===== src/rtl/tt_um_inv_arbiter.sv =====
// Four requesters time-share one registered 4-bit inverter through an IDLE/EXEC/DONE FSM.
// Optional build macro INV_ARB_FIXED_PRIO_EN swaps round-robin arbitration for fixed priority (req[0] highest).
//
// state | meaning
// IDLE  | no grant; any request at the edge picks a winner
// EXEC  | winner holds gnt and drives its operand; exit edge captures ~operand
// DONE  | result valid; held until the owner drops req or the DONE timer expires

module tt_um_inv_arbiter #(
  parameter int unsigned TIMEOUT = 8
) (
  input  logic       clk,
  input  logic       rst,
  input  logic       ena,
  input  logic [7:0] ui_in,
  output logic [7:0] uo_out,
  input  logic [7:0] uio_in,
  output logic [7:0] uio_out,
  output logic [7:0] uio_oe
);

  typedef enum logic [1:0] {
    IDLE = 2'd0,
    EXEC = 2'd1,
    DONE = 2'd2
  } state_t;

  localparam logic [3:0] TIMEOUT_CNT = 4'(TIMEOUT);

  state_t     state, state_nxt;
  logic [1:0] ptr, ptr_nxt;
  logic [1:0] gnt_id, gnt_id_nxt;
  logic [3:0] result, result_nxt;
  logic [3:0] cnt, cnt_nxt;
  logic       tmo_flag, tmo_flag_nxt;

  logic [3:0] req;
  logic [3:0] operand;
  logic       req_owner;
  logic [1:0] win_id;
  logic [3:0] cnt_inc;
  logic       busy;
  logic       valid;
  logic [3:0] gnt;
  logic [1:0] gnt_id_out;
  logic       unused_bits;

  assign req       = ui_in[3:0];
  assign operand   = ui_in[7:4];
  assign req_owner = req[gnt_id];
  assign cnt_inc   = cnt + 4'd1;

`ifdef INV_ARB_FIXED_PRIO_EN
  assign unused_bits = ^{uio_in, ptr};

  always_comb begin
    win_id = 2'd0;
    for (int i = 3; i >= 0; i--) begin
      if (req[i]) win_id = 2'(i);
    end
  end
`else
  logic [1:0] idx;
  logic       found;

  assign unused_bits = ^uio_in;

  // Search starts at ptr and wraps naturally through the 2-bit index.
  always_comb begin
    win_id = 2'd0;
    idx    = 2'd0;
    found  = 1'b0;
    for (int i = 0; i < 4; i++) begin
      idx = ptr + 2'(i);
      if (!found && req[idx]) begin
        win_id = idx;
        found  = 1'b1;
      end
    end
  end
`endif

  always_comb begin
    state_nxt    = state;
    ptr_nxt      = ptr;
    gnt_id_nxt   = gnt_id;
    result_nxt   = result;
    cnt_nxt      = cnt;
    tmo_flag_nxt = tmo_flag;
    case (state)
      IDLE: begin
        if (|req) begin
          state_nxt  = EXEC;
          gnt_id_nxt = win_id;
`ifdef INV_ARB_FIXED_PRIO_EN
          ptr_nxt    = 2'd0;
`else
          ptr_nxt    = win_id + 2'd1;
`endif
        end
      end
      EXEC: begin
        if (req_owner) begin
          state_nxt  = DONE;
          result_nxt = ~operand;
          cnt_nxt    = 4'd0;
        end else begin
          state_nxt  = IDLE;
        end
      end
      DONE: begin
        cnt_nxt = cnt_inc;
        if (!req_owner) begin
          state_nxt = IDLE;
        end else if (cnt_inc == TIMEOUT_CNT) begin
          state_nxt    = IDLE;
          tmo_flag_nxt = 1'b1;
        end
      end
      default: state_nxt = IDLE;
    endcase
  end

  always_ff @(posedge clk or posedge rst) begin
    if (rst) begin
      state    <= IDLE;
      ptr      <= 2'd0;
      gnt_id   <= 2'd0;
      result   <= 4'd0;
      cnt      <= 4'd0;
      tmo_flag <= 1'b0;
    end else if (ena) begin
      state    <= state_nxt;
      ptr      <= ptr_nxt;
      gnt_id   <= gnt_id_nxt;
      result   <= result_nxt;
      cnt      <= cnt_nxt;
      tmo_flag <= tmo_flag_nxt;
    end
  end

  // Outputs decode straight from registers so reset clears them without a clock.
  assign busy       = (state != IDLE);
  assign valid      = (state == DONE);
  assign gnt        = busy ? (4'b0001 << gnt_id) : 4'b0000;
  assign gnt_id_out = busy ? gnt_id : 2'd0;

  assign uo_out  = {gnt, result};
  assign uio_out = {3'b000, tmo_flag, gnt_id_out, busy, valid};
  assign uio_oe  = 8'h1F;

endmodule

===== config.mk =====
export PLATFORM = sky130hd
export DESIGN_NAME = tt_um_inv_arbiter
export DESIGN_NICKNAME = d
export VERILOG_FILES = /design/src/rtl/tt_um_inv_arbiter.sv
export SDC_FILE = /design/constraint.sdc
export NUM_CORES = 1
export LEC_CHECK = 0
export CAP_MARGIN = 10
export CORE_UTILIZATION = 45
export DETAILED_ROUTE_END_ITERATION = 8
export GPL_ROUTABILITY_DRIVEN = 0
export GPL_TIMING_DRIVEN = 0
export PLACE_DENSITY = 0.84
export SETUP_SLACK_MARGIN = 0.5
export SYNTH_ARGS = -nofsm -noshare
export SYNTH_HDL_FRONTEND = slang
export SYNTH_SLANG_ARGS = --single-unit

===== constraint.sdc =====
create_clock -name clk -period 4.25 [get_ports clk]
set_input_delay 0.85 -clock clk [delete_from_list [all_inputs] [get_ports clk]]
set_output_delay 0.85 -clock clk [all_outputs]
set_load 0.005 [all_outputs]

======== Word-level counts from Yosys, hierarchy flattened ========
Cells that the tools add are included.
word-level totals
  logic and storage cells ................. 65
  output and inout bits ................... 24
  flip-flop bits (word level) ............. 15
cells by class
  magnitude comparators ................... 5
  muxes and demuxes ....................... 26
  bitwise operators ....................... 1
  add/sub/neg operators ................... 5
  eq/ne operators ......................... 6
  shifts and indexed selects .............. 1
  reductions and logical operators ........ 15
operator list
  cell                 number
  $mux 2               9
  $lt 2x3->1 const B   5
  $reduce_and 3->1     4
  $bmux 1 s2           5
  $mux 1               8
  $mux 4               2
  $pmux 4 s2           1
  $pmux 2 s3           1
  $add 2x1->2 const B  2
  $add 2x2->2 const B  2
  $add 4x1->4 const B  1
  $eq 4x4->1 const B   1
  $ne 2x2->1 const B   2
  $not 4->4            1
  $reduce_and 4->1     1
  $reduce_bool 2->1    2
  $reduce_or 4->1      1
  $shl 1x2->4 const A  1
  $logic_and 1x1->1    3
  $logic_not 1->1      3
  $ne 3x2->1 const B   1
  $eq 2x1->1 const B   1
  $eq 2x2->1 const B   1
  $logic_not 2->1      1

======== Longest topological paths before layout ========
  word-level depth ........................ 13
  depth in mapped cells ................... 6
  depth with buffers taken out ............ 5

======== Worst setup path before layout ========
Ideal clock, no wire load.
  path kind ............................... input-to-reg
  from .................................... input port ui_in[3]
  to ...................................... register state[1]
  stages on the path ...................... 3
  path buffers ............................ 0
  data required time ...................... 4.121 ns
  data arrival time ....................... 1.615 ns
  path slack .............................. 2.506 ns
  cell sequence ........................... mux4_2 > nand4_2 > o21ai_1
on the way
  word-level cells in the longest chain between the ends .. 4
RTL lines
  item                                                             line  text
  start, declared                                                  15    input logic [7:0] ui_in,
  $bmux 1 s2                                                       50    assign req_owner = req[gnt_id];
  $mux 1 (implied by the code)                                     50
  $ne 3x2->1 (no line), or another cell as far along               -
  $reduce_and 3->1 (no line) / $pmux 2 s3 (equally long branches)  -
  end signal, assigned                                             133   state <= state_nxt;
  end, declared                                                    30    state_t state, state_nxt;
Several ways; a longest one is shown, not always the timed one. The select of a mux whose other input is x is not followed.
A chain may end at the register's enable or synchronous reset.

======== Worst setup path after layout ========
  from .................................... register state[0]
  to ...................................... output port uo_out[7]
on the way
  word-level cells in the longest chain between the ends .. 2
RTL lines
  item               line  text
  $reduce_bool 2->1  143   assign busy = (state != IDLE);
  named net busy     42    logic busy;
  $mux 4             145   assign gnt = busy ? (4'b0001 << gnt_id) : 4'b0000;
  end, declared      16    output logic [7:0] uo_out,
The timed path passes the listed nets, and every way through them passes these cells.

==> flow_summary.ini <==
[die]
die_w_um = 49.4
dieHeight_um = 49.4
core_um2 = 2040
placement_rows = 16
pin_count = 43
dieArea_um2 = 2440
initial_utilization_pct = 49.5

[setup_path]
cp-end-kind = primary output
crit_path_start_kind = flop
required_ns = 3.40
crit_fanout = 7
crit_arrival_ns = 1.76
crit_type = flop to primary output

[worst_hold_path]
min_path_type = flop to flop

[synthesis]
synthCells = 117
ys_ff_latch = 15
synth-main-ff-cell = dfrtp_1
synthArstFlopShare_pct = 100
syn_area_per_cell_um2 = 8.64
yosysWarnings = 0
synth_edf_count = 0
ys_seq_area_share_pct = 37.1
syn_area_um2 = 1010
synthDistinctLibCells = 36

[routing]
ant_nets = 0
wl_per_cell_um = 11.2
drtPass1Iterations = 4
drcViolationCount = 0
vias_per_cell = 4.76
drt_iter0_drc = 15
wirelength_mm = 2.01
vias = 857

[clock_network]
htreeDepth = 1
cts-resized-gates = 0
clock_latency_ns = 0.27
clock-root-buffer = clkbuf_4
cts.path.max_buffers = 2
postCtsSetupBuffers = 0
cts_made_buffers = 3
cts-hold-fix-buffers = 0
cts_sinks = 15
cts_tree = done
clkTransAtPathRegs_ns = 0.08

[grt]
grt_pass1_vias = 834
grt_antenna_before_repair = 0
grt_max_degree = 16
track_usage_pct = 18.9
overflow = 0
grt_pass1_wl_mm = 3.53

[sta]
setup_viol = 0
fmax_mhz = 383
min_period_over_period_pct = 61.4
period_needed_ns = 2.61
slew_violations = 0
worst_clock_skew_ns = 0.00451
holdWs_ns = 0.481
tns_ns = 0
rsz0062_at_grt = false
worst_pin_slew_ns = 0.583
slew_headroom_pct = 61.1
hold_violations = 0

[layout]
antenna_cells = 0
fin_nets = 174
fillers = 188
regArea_um2 = 375
finish.utilization_pct = 65.4
drive_gt1_share_pct = 17.0
syn2layout_area_growth_pct = 32.1
multiInputGateArea_um2 = 527

[run_status]
status = finished, final reports clean

[placement]
io_buffers = 23
hpwl_mm = 1.57

[power]
leakage_nw = 0.607
p_total_uw = 736
p_per_area_nw_per_um2 = 551
peakVddDrop_mv = 0.303

[flow_run]
cap_violations = 0
final timing paths:
kind | cells past startpoint | startpoint | endpoint | slack [ns]
setup / recovery | 4 | state[0]$_DFFE_PP0P_ | uo_out[7] | 1.64
hold / removal | 1 | tmo_flag$_DFFE_PP0P_ | tmo_flag$_DFFE_PP0P_ | 0.48
setup reg to reg | 6 | ptr[1]$_DFFE_PP0P_ | ptr[1]$_DFFE_PP0P_ | 2.73
hold reg to reg | 1 | tmo_flag$_DFFE_PP0P_ | tmo_flag$_DFFE_PP0P_ | 0.48
max in group asynchronous | 2 | rst | cnt[2]$_DFFE_PP0P_ | 2.93
min in group asynchronous | 2 | rst | state[1]$_DFFE_PP0P_ | 0.94
synth_stat cells (2+ instances only):
cell | instances | share of area, %
a21oi_1 | 8 | 4.0
o21ai_0 | 4 | 2.0
nor2_1 | 10 | 3.7
nor3_2 | 2 | 2.0
nor3_1 | 3 | 1.5
nand3_1 | 5 | 2.5
nand2_1 | 11 | 4.1
conb_1 | 2 | 0.74
buf_4 | 14 | 10
xnor2_1 | 2 | 1.7
dfrtp_1 | 15 | 37
nand2b_1 | 2 | 1.2
inv_1 | 7 | 2.6
o21ai_1 | 7 | 3.5
nor2b_1 | 4 | 2.5
worst max-delay path: stages, from the launching register on:
cell             delay [ns]
dfrtp_1                0.47
nor2_2                 0.27
inv_1                  0.08
and3_1                 0.19
clkdlybuf4s50_1        0.46
per-layer routing:
metal	vias up	GRT usage [%]	part of all wire, %
li1	451	-	-
met1	392	22.9	44
met2	12	33.6	53
met3	2	1.87	1.6
met4	0	8.57	0.94
met5	-	0	0
cell families after synthesis:
group / count (synthesis) / share of synthesized area (%)
AO/OA/AOI/OAI: 28 / 17.0
XOR/XNOR: 3 / 2.60
adder cells (fa/ha/maj): 2 / 2.23
buffers and inverters: 22 / 14.1
flip-flops: 15 / 37.1
multiplexers: 2 / 3.34
other: 2 / 0.743
AND/OR/NAND/NOR: 43 / 22.9
state kept, by name, indices dropped and copies added (netlist names), named ones only:
signal / count
state: 2
result: 4
tmo_flag: 1
gnt_id: 2
cnt: 4
ptr: 1
report_power, final:
| part | leakage [nW] | internal (mW) | switching [mW] |
|---|---|---|---|
| Sequential | 0.192 | 0.197 | 0.0559 |
| Combinational | 0.400 | 0.222 | 0.183 |
| Clock | 0.0150 | 0.0363 | 0.0415 |
placed cells by master, fill, tap and decap left out, types with 3 or more instances in the layout:
cell	synthesis	layout
conb_1	2	11
buf_4	14	14
nand3_1	5	5
o21ai_0	4	4
clkdlybuf4s50_1	0	23
clkbuf_4	0	3
nor2b_1	4	4
nor3_1	3	3
dfrtp_1	15	15
nand2_1	11	11
nor2_1	10	10
a21oi_1	8	8
o21ai_1	7	7
inv_1	7	7
per-stage QoR:
stage	cell area, um2	cells	setup slack (ns)
final	1340	180	1.64
after global placement	1310	176	1.84
after floorplan	1040	126	2.51
after detailed placement	1310	176	1.81
after global routing	1340	180	1.50
after CTS	1340	180	1.62
layout make-up:
type	count	area share, %
Timing Repair Buffer	23	17.2
Buffer	15	8.72
Tap cell	27	2.53
Inverter	7	1.97
Clock buffer	4	1.97
Sequential cell	15	28.1
Multi-Input combinational cell	89	39.5
Power figures use the tool's default switching activity.
